## src/rtl/seg7_scan_driver.sv

```systemverilog
// seg7_scan_driver: time-multiplexed N-digit hex seven-segment driver
// with frame-aligned word updates, leading-zero blanking and decimal points.
module seg7_scan_driver #(
    parameter int NUM_DIGITS     = 4,
    parameter int SCAN_DIV       = 50000,
    parameter bit SEG_ACTIVE_LOW = 1'b1,
    parameter bit DIG_ACTIVE_LOW = 1'b1
) (
    input  logic                    clk,
    input  logic                    rst,
    input  logic                    load,
    input  logic [4*NUM_DIGITS-1:0] value,
    input  logic [NUM_DIGITS-1:0]   dp_in,
    input  logic                    blank_lz,
    input  logic                    enable,
    output logic [6:0]              seg,
    output logic                    dp,
    output logic [NUM_DIGITS-1:0]   digit_sel,
    output logic                    frame_done
);

    localparam int CW = (SCAN_DIV > 1) ? $clog2(SCAN_DIV) : 1;
    localparam int PW = (NUM_DIGITS > 1) ? $clog2(NUM_DIGITS) : 1;

    localparam logic [CW-1:0] LAST_CNT = CW'(SCAN_DIV - 1);
    localparam logic [PW-1:0] LAST_P   = PW'(NUM_DIGITS - 1);

    localparam logic [6:0] SEG_OFF = SEG_ACTIVE_LOW ? 7'h7F : 7'h00;
    localparam logic       DP_OFF  = SEG_ACTIVE_LOW;
    localparam logic [NUM_DIGITS-1:0] DIG_OFF =
        DIG_ACTIVE_LOW ? {NUM_DIGITS{1'b1}} : {NUM_DIGITS{1'b0}};

    typedef enum logic {
        ST_WAIT = 1'b0,
        ST_SCAN = 1'b1
    } state_t;

    state_t state_q;
    state_t state_d;

    logic [CW-1:0] cnt_q;
    logic [CW-1:0] cnt_d;
    logic [PW-1:0] p_q;
    logic [PW-1:0] p_d;
    logic [PW-1:0] cur_q;
    logic [PW-1:0] cur_d;

    logic tick;
    logic frame_start;
    logic show;
    logic fd_d;

    logic [4*NUM_DIGITS-1:0] pend_val_q;
    logic [NUM_DIGITS-1:0]   pend_dp_q;
    logic [4*NUM_DIGITS-1:0] disp_val_q;
    logic [NUM_DIGITS-1:0]   disp_dp_q;

    logic [4*NUM_DIGITS-1:0] src_val;
    logic [NUM_DIGITS-1:0]   src_dp;
    logic [NUM_DIGITS-1:0]   lz_mask;
    logic [NUM_DIGITS-1:0]   onehot;
    logic                    zero_run;
    logic [3:0]              nib;
    logic                    dp_bit;
    logic                    blank;
    logic [6:0]              seg_lit;

    logic [6:0]            seg_d;
    logic                  dp_d;
    logic [NUM_DIGITS-1:0] sel_d;

    function automatic logic [6:0] hex_seg(input logic [3:0] n);
        logic [6:0] s;
        s = 7'h00;
        unique case (n)
            4'h0: s = 7'h3F;
            4'h1: s = 7'h06;
            4'h2: s = 7'h5B;
            4'h3: s = 7'h4F;
            4'h4: s = 7'h66;
            4'h5: s = 7'h6D;
            4'h6: s = 7'h7D;
            4'h7: s = 7'h07;
            4'h8: s = 7'h7F;
            4'h9: s = 7'h6F;
            4'hA: s = 7'h77;
            4'hB: s = 7'h7C;
            4'hC: s = 7'h39;
            4'hD: s = 7'h5E;
            4'hE: s = 7'h79;
            4'hF: s = 7'h71;
        endcase
        return s;
    endfunction

    // Scan control: prescaler, digit pointer, first-tick FSM.
    always_comb begin
        cnt_d   = cnt_q;
        p_d     = p_q;
        cur_d   = cur_q;
        state_d = state_q;

        tick        = enable && (cnt_q == LAST_CNT);
        frame_start = tick && (p_q == '0);

        if (enable) begin
            cnt_d = tick ? '0 : cnt_q + 1'b1;
        end

        if (tick) begin
            p_d   = (p_q == LAST_P) ? '0 : p_q + 1'b1;
            cur_d = p_q;
        end

        unique case (state_q)
            ST_WAIT: if (tick) state_d = ST_SCAN;
            ST_SCAN: state_d = ST_SCAN;
        endcase

        show = enable && (tick || state_q == ST_SCAN);
        fd_d = tick && (p_q == LAST_P);
    end

    // Digit rendering: source word, blanking mask, decode, polarity.
    always_comb begin
        // Digit 0 of a new frame reads pending directly, so the frame
        // is consistent with what the display register is about to hold.
        src_val = frame_start ? pend_val_q : disp_val_q;
        src_dp  = frame_start ? pend_dp_q : disp_dp_q;

        lz_mask  = '0;
        zero_run = 1'b1;
        for (int i = NUM_DIGITS - 1; i >= 0; i--) begin
            zero_run   = zero_run && (src_val[4*i +: 4] == 4'h0);
            lz_mask[i] = blank_lz && zero_run && (i != 0);
        end

        nib    = 4'h0;
        dp_bit = 1'b0;
        blank  = 1'b0;
        onehot = '0;
        for (int i = 0; i < NUM_DIGITS; i++) begin
            if (cur_d == PW'(i)) begin
                nib       = src_val[4*i +: 4];
                dp_bit    = src_dp[i];
                blank     = lz_mask[i];
                onehot[i] = 1'b1;
            end
        end

        seg_lit = blank ? 7'h00 : hex_seg(nib);

        seg_d = SEG_OFF;
        dp_d  = DP_OFF;
        sel_d = DIG_OFF;
        if (show) begin
            seg_d = SEG_ACTIVE_LOW ? ~seg_lit : seg_lit;
            dp_d  = SEG_ACTIVE_LOW ? ~dp_bit : dp_bit;
            sel_d = DIG_ACTIVE_LOW ? ~onehot : onehot;
        end
    end

    // Scan state registers.
    always_ff @(posedge clk) begin
        if (rst) begin
            state_q <= ST_WAIT;
            cnt_q   <= '0;
            p_q     <= '0;
            cur_q   <= '0;
        end else begin
            state_q <= state_d;
            cnt_q   <= cnt_d;
            p_q     <= p_d;
            cur_q   <= cur_d;
        end
    end

    // Pending word capture and frame-aligned display transfer.
    always_ff @(posedge clk) begin
        if (rst) begin
            pend_val_q <= '0;
            pend_dp_q  <= '0;
            disp_val_q <= '0;
            disp_dp_q  <= '0;
        end else begin
            if (load) begin
                pend_val_q <= value;
                pend_dp_q  <= dp_in;
            end
            if (frame_start) begin
                disp_val_q <= pend_val_q;
                disp_dp_q  <= pend_dp_q;
            end
        end
    end

    // Registered display outputs.
    always_ff @(posedge clk) begin
        if (rst) begin
            seg        <= SEG_OFF;
            dp         <= DP_OFF;
            digit_sel  <= DIG_OFF;
            frame_done <= 1'b0;
        end else begin
            seg        <= seg_d;
            dp         <= dp_d;
            digit_sel  <= sel_d;
            frame_done <= fd_d;
        end
    end

endmodule
```

## config.mk

```make
export PLATFORM = sky130hd
export DESIGN_NAME = seg7_scan_driver
export DESIGN_NICKNAME = d
export VERILOG_FILES = /design/src/rtl/seg7_scan_driver.sv
export SDC_FILE = /design/constraint.sdc
export NUM_CORES = 1
export LEC_CHECK = 0
export ABC_AREA = 1
export BUFFER_PORTS_ARGS = -buffer_cell sky130_fd_sc_hd__buf_2
export CAP_MARGIN = 30
export CELL_PAD_IN_SITES_DETAIL_PLACEMENT = 0
export CELL_PAD_IN_SITES_GLOBAL_PLACEMENT = 1
export CORE_ASPECT_RATIO = 0.6
export CORE_MARGIN = 3
export CORE_UTILIZATION = 39
export CTS_CLUSTER_DIAMETER = 120
export DETAILED_ROUTE_END_ITERATION = 6
export PLACE_DENSITY_LB_ADDON = 0.3
export SYNTH_ARGS = -nofsm -noshare
export SYNTH_HDL_FRONTEND = slang
export SYNTH_SLANG_ARGS = --single-unit
```

## constraint.sdc

```tcl
create_clock -name clk -period 2.67 [get_ports clk]
set_clock_uncertainty 0.2 [all_clocks]
set_input_delay 0.534 -clock clk [delete_from_list [all_inputs] [get_ports clk]]
set_output_delay 0.534 -clock clk [all_outputs]
set_load 0.02 [all_outputs]
```

==> results of run 1 <==
-- critical path, cell delays in order (launching register included) --
cell      delay, ns
dfxtp_4        0.37
ha_4           0.14
nand2_1        0.05
clkinv_1       0.05
nand2_2        0.08
nor2_8         0.23
buf_6          0.17
nand4_1        0.16
nand2_1        0.16
nand2_2        0.07
nand3_1        0.10
nor2_2         0.06
ha_1           0.28
nand3_1        0.14
nor2_1         0.05
nor2_1         0.09
nand2_1        0.05
-- what timing repair did --
action,CTS,global route
gates resized for setup,1,38
cloned,0,1
endpoints found under the setup margin,1,7
setup buffers,0,13
pin swaps,0,22
-- final cells by class --
cell class | instances | area [um^2] | share of cell area, %
Sequential cell | 74 | 1489 | 32.30
Clock inverter | 4 | 53.80 | 1.167
Inverter | 52 | 205.2 | 4.452
Timing Repair Buffer | 82 | 539.3 | 11.70
Multi-Input combinational cell | 338 | 1943 | 42.16
Tap cell | 112 | 140.1 | 3.040
Clock buffer | 10 | 239.0 | 5.185
-- routing by layer --
metal	share of wire (%)	wire length (um)	vias to the layer above	GRT usage, %
met5	0	0	-	0
met4	0.85	78	0	5.705
met3	5.9	544	8	5.648
met2	37	3366	77	22.99
met1	56	5158	1498	29.76
li1	-	-	1696	-
-- cells in the final DEF, fill, tap and decap left out, drive strengths merged, types with 2 or more instances in the layout --
cell type,Yosys,final
dfxtp,74,74
clkinvlp,0,2
nor2,95,95
o21ai,28,28
ha,9,9
xnor2,2,2
nand4,12,12
nand2,101,101
nor3,7,7
a211oi,2,2
a31oi,2,2
clkinv,2,3
nand3,44,45
xor2,3,3
clkbuf,9,10
buf,4,82
a21oi,25,25
inv,50,50
-- path summary, 6_finish.rpt --
| check | from | end | slack (ns) | cells after the start |
|---|---|---|---|---|
| max | cnt_q[0] | seg[1] | 0.11 | 16 |
| min reg2reg | cnt_q[15] | cnt_q[15] | 0.25 | 1 |
| max reg2reg | cnt_q[0] | seg[1] | 0.11 | 16 |
| min | value[1] | pend_val_q[1] | 0.22 | 3 |
-- Yosys cell counts (2+ instances only) --
master    count
nand3_2       4
nand2_4       5
inv_1        42
nor3_1        7
clkinv_1      2
nand2_2      12
nor2_4        2
a211oi_1      2
inv_2         6
buf_6         2
o21ai_0      27
nand2_1      83
a31oi_1       2
nor2_1       83
nand3_4       3
dfxtp_1      74
nor2_8        2
a21oi_1      23
xnor2_1       2
xor2_1        3
nand4_1      12
inv_4         2
nor2_2        8
clkbuf_1      9
nand3_1      37
ha_1          9
-- sequential cells by signal, summed over array words and instances (netlist names) --
| name | count |
|---|---|
| disp_dp_q | 4 |
| dp | 1 |
| p_q | 2 |
| state_q | 1 |
| cnt_q | 16 |
| pend_dp_q | 4 |
| seg | 7 |
| pend_val_q | 16 |
| digit_sel | 4 |
| disp_val_q | 16 |
| cur_q | 2 |
| frame_done | 1 |
-- stage by stage --
step	util (%)	total power, mW	hold WS (ns)	setup slack [ns]
after CTS	50.03	2.459	0.2139	0.02653
after floorplan	-	1.210	0.2289	0.1183
after detailed placement	46.61	1.256	0.2545	-0.04362
final	52.87	2.428	0.2229	0.1139
after global placement	46.61	1.254	0.2485	-0.02556
after global routing	52.87	2.536	0.2303	-0.01558
-- kinds of logic after synthesis --
family | synth area share, %
mux | 0.2804
flops | 41.50
fa+ha+maj | 3.155
xor+xnor | 1.227
simple gates | 36.42
buf+inv | 7.816
compound gates | 9.604
-- power breakdown --
part / switching (mW) / internal (mW) / total [mW]
combinational: 0.0569 / 0.0381 / 0.0949
sequential: 0.0139 / 1.13 / 1.14
clock: 0.451 / 0.739 / 1.19
total: 0.522 / 1.91 / 2.43
==> impl_results.md, run 1 <==
- Status: finished, final reports clean
- Synth Area per Inst: 7.499 um^2
- Nets: between 500 and 600
- Die height: between 80 and 90 um
- TNS Setup: 0 ns
- FF+latch count, synth: 74
- Fin crit share: 95.73%
- I/O pins: 38
- Filler instances: 860
- Iteration-0 DRC Markers: 237
- Asr flop ratio synth: 0%
- Maximum clock rate: 0.3912 GHz
- Ys flop type: dfxtp_1
- Syn_nets: between 500 and 600
- Die Wd: 129.5 um
- PwrDens: 526.7 mW/mm^2
- Largest net degree at the start of global routing: 27
- CTS Hold Bufs: 0
- Drt first pass iters: 4
- Number of synthesized flops with an enable pin: 0
- Max-Cap Viols: 0
- Total Die Area: 0.01037 mm^2
- CP Class: flip-flop to flip-flop
- CTS tree: built
- Core ar.: 0.008718 mm^2
- Ranking of synthesized cells by area: dfxtp_1, nand2_1, nor2_1, nand3_1, inv_1
- Sequential cell area fraction in the yosys report: 41.50%
- Final Hold Fails: 0
- Mean number of vias per cell: 4.879
- Peak VDD IR: around 0.27 mV
- Inst Count DP: 645
- Via count: 3279
- Top-area cell type share of the netlist area: 41.50%
- WL/cell: 13.61 um
- Share of cells above drive strength 1: 30.71%
- Warnings from Yosys: 0
- Area added between synthesis and finish: 29.13%
- Initial Util: around 41%
- Final ANT Viol Nets: 0
- Total gr overflow: 0
- Antenna Cells: 0
- Worst setup EP type: flip-flop
- Clk sink count: 74
- Cts bufs inserted: 9
- CP Data Arrival Time: 2.58 ns
- Largest area contributor in the netlist: dfxtp_1
- # port buffers: 37
- Detail Placement HPWL: about 6800 um
- Startpoint types: flip-flop
- Site Rows: 26
- First-pass GRT wire length: 15080 um
- Synth Instances: ~480
- Finished Layout Cells: roughly 670
- Worst skew pair latency: 0.33 ns
- Clock buffer depth: 2
- Max Slew Vio Count: 0
- Minimum clock period: 2.556 ns
- Distinct cell type count after synthesis: 39
- DRC Markers: 0
- Tot GR Track Use: about a fifth
- Critical Path RT: 2.69 ns
- Final Cell Area: 0.004609 mm^2
- H-tree depth: 3
- Clock-pin transition on the worst setup and hold timing paths: 0.06 ns
- Hold WC Path Type: input pin to flip-flop
- Vias in the first global route: 3003
- Initial antenna violation count: 0
- CP Max Fanout: 9
- Routed wire length: 9147 um
- Leakage: 2.050 nW
- Mapped Area: 0.003570 mm^2
- Setup violators final: 0
- Dpl cell area: between 0.004 and 0.005 mm^2
- Least-Margin Pin Slew: 0.6114 ns
- Placer Congestion: 0.8972
- Max transition margin: 59.20%
- Clock Tree Root: clkbuf_16
Note: power is estimated with default switching activity, not from simulation.
==> run 2, diff against run 1 <==
--- a/config.mk
+++ b/config.mk
@@ -10,7 +10,7 @@
 export CAP_MARGIN = 30
 export CELL_PAD_IN_SITES_DETAIL_PLACEMENT = 0
 export CELL_PAD_IN_SITES_GLOBAL_PLACEMENT = 1
-export CORE_ASPECT_RATIO = 0.6
+export CORE_ASPECT_RATIO = 0.5
 export CORE_MARGIN = 3
 export CORE_UTILIZATION = 39
 export CTS_CLUSTER_DIAMETER = 120
==> impl_results.md, run 2 (same netlist as run 1, synthesis figures left out) <==
- Status: finished, final reports clean
- Worst skew pair latency: 0.33 ns (about the same)
- Routed wire length: 8114 um (-11%)
- Startpoint types: flip-flop
- Filler instances: 869 (+1.0%)
- Most frequent cells in the layout: nand2_1, nor2_1, dfxtp_1
- Seq. cell area: 0.001485 mm^2 (-0.25%)
- Clock Tree Root: clkbuf_16
- Initial antenna violation count: 0 (unchanged)
- Detail Placement HPWL: 6138 um (-10%)
- Max Slew Vio Count: 0 (unchanged)
- Die height: 73.65 um (-8.1%)
- Area added between synthesis and finish: 23.10%
- Least-Margin Pin Slew: 0.6307 ns (+0.01932 ns)
- Tot GR Track Use: 16.66% (-2.0 points)
- Worst R2R Path Depth: 18 (+2)
- DRC Markers: 0 (unchanged)
- Worst setup EP type: flip-flop
- Max transition margin: 57.91% (-1.3 points)
- WL/cell: 12.41 um (-8.9%)
- CP Max Fanout: 7 (-2)
- # port buffers: 37 (unchanged)
- CTS Hold Bufs: 0 (unchanged)
- Setup violators final: 0 (unchanged)
- Share of cells above drive strength 1: 26.20% (-4.5 points)
- Final Cell Area: 0.004394 mm^2 (-4.7%)
- Area of the multi-input gates: 0.001896 mm^2 (-2.4%)
- Dpl cell area: 0.004026 mm^2 (-0.92%)
- Hold depth: 3 (unchanged)
- Die Wd: 141.3 um (+9.1%)
- CTS tree: built
- H-tree depth: 3 (unchanged)
- Minimum clock period: 2.529 ns (-0.02721 ns)
- Final ANT Viol Nets: 0 (unchanged)
- Clock buffer depth: 2 (unchanged)
- Commonest non-fill, non-tap cell in the layout: nand2_1
- Leakage: 1.956 nW (-4.6%)
- Maximum clock rate: 0.3954 GHz (+1.1%)
- First-pass GRT wire length: 13460 um (-11%)
- CP Data Arrival Time: 2.56 ns (-0.02 ns)
- Flop pwr share: 49.0% (+1.9 points)
- Clock-pin transition on the worst setup and hold timing paths: 0.05 ns (about the same)
- Total Die Area: 0.01041 mm^2 (+0.31%)
- Largest net degree at the start of global routing: 30 (+11%)
- Vias in the first global route: 2839 (-5.5%)
- Hold WC Path Type: input pin to flip-flop
- Final Hold Fails: 0 (unchanged)
- Combinational share of power: 3.8% (about the same)
- Clock share of power: 47.2% (-1.8 points)
- Mean number of vias per cell: 4.697 (-3.7%)
- Placer Congestion: 0.8396 (-6.4%)
- Drt first pass iters: 4 (unchanged)
- Critical Path RT: 2.70 ns (about the same)
- Cts bufs inserted: 9 (unchanged)
- Internal power: 1.849 mW (-3.0%)
- Antenna Cells: 0 (unchanged)
- Setup WS pre-CTS: -0.05192 ns (-0.008300 ns)
- Peak VDD IR: 0.2985 mV (+8.9%)
- Via count: 3072 (-6.3%)
- Total gr overflow: 0 (unchanged)
- Initial Util: 42.34% (+1.4 points)
- I/O pins: 38 (unchanged)
- PwrDens: 530.8 mW/mm^2 (+0.77%)
- Max-Cap Viols: 0 (unchanged)
- Fin crit share: 94.72% (-1.0 points)
- Nets: 575 (-2.7%)
- Switching share of power: 20.72% (-0.79 points)
- Core ar.: 0.008432 mm^2 (-3.3%)
- Biggest regs: cnt_q (16), disp_val_q (16), pend_val_q (16)
- Sw Pwr: 0.4832 mW (-7.4%)
- Clk sink count: 74 (unchanged)
- Iteration-0 DRC Markers: 112 (-53%)
- Site Rows: 23 (-12%)
- Final setup margin: 0.1411 ns (+0.02721 ns)
- CP Class: flip-flop to flip-flop
==> run 2: power by group through the flow <==
stage	Combinational [mW]	Clock [mW]	Sequential, mW
3_5_place_dp	0.0899	0	1.16
4_1_cts	0.0904	1.13	1.14
5_1_grt	0.103	1.18	1.14
3_3_place_gp	0.0888	0	1.16
6_report	0.0895	1.10	1.14
2_1_floorplan	0.0499	0	1.16
==> run 2: cell type report <==
type                       count  area share (%)
multi-input combinational    338           43.14
sequential                    74           33.80
timing repair buffer          66           9.254
clock buffer                  12           6.065
inverter                      52           4.556
tap                          112           3.189
==> run 2: metal layers <==
| metal | share of wire, % | vias up | GRT usage [%] |
|---|---|---|---|
| met2 | 41 | 29 | 24.88 |
| met4 | 1.6 | 0 | 6.015 |
| li1 | - | 1669 | - |
| met5 | 0 | - | 0 |
| met1 | 54 | 1360 | 22.83 |
| met3 | 3.4 | 14 | 5.137 |
==> run 2: worst paths after layout <==
kind | startpoint | to | slack [ns]
worst max-delay path | cnt_q[0] | seg[1] | 0.14
worst max register to register | cnt_q[0] | seg[1] | 0.14
worst min register to register | pend_val_q[15] | pend_val_q[15] | 0.26
worst min-delay path | value[9] | pend_val_q[9] | 0.22
==> run 2: critical path: stages (launching register included) <==
cell	delay (ns)
dfxtp_2	0.35
ha_4	0.15
nand2_1	0.05
clkinv_1	0.05
nand2_2	0.08
nor2_8	0.21
nand2_4	0.11
nand2_4	0.10
nand2_8	0.08
inv_2	0.08
nor2_4	0.05
nand2_1	0.05
nand3_1	0.10
nor2_4	0.18
ha_1	0.26
nand3_1	0.13
nor2_1	0.05
nor2_1	0.08
nand2_1	0.05
==> run 2: timing repair <==
item | 4_1_cts | 5_1_grt
buffers inserted | 0 | 1
endpoints found under the setup margin | 0 | 7
resized for setup | 0 | 23
==> run 2: through the flow <==
step | util [%] | TNS [ns] | power, mW | hold slack [ns] | cells
floorplan | - | 0 | 1.210 | 0.2289 | 476
global placement | 47.75 | -0.09895 | 1.252 | 0.2467 | 640
detailed placement | 47.75 | -0.1407 | 1.253 | 0.2511 | 640
CTS | 50.91 | 0 | 2.364 | 0.2139 | 652
global route | 52.11 | -0.04292 | 2.423 | 0.2172 | 654
finish | 52.11 | 0 | 2.332 | 0.2234 | 654
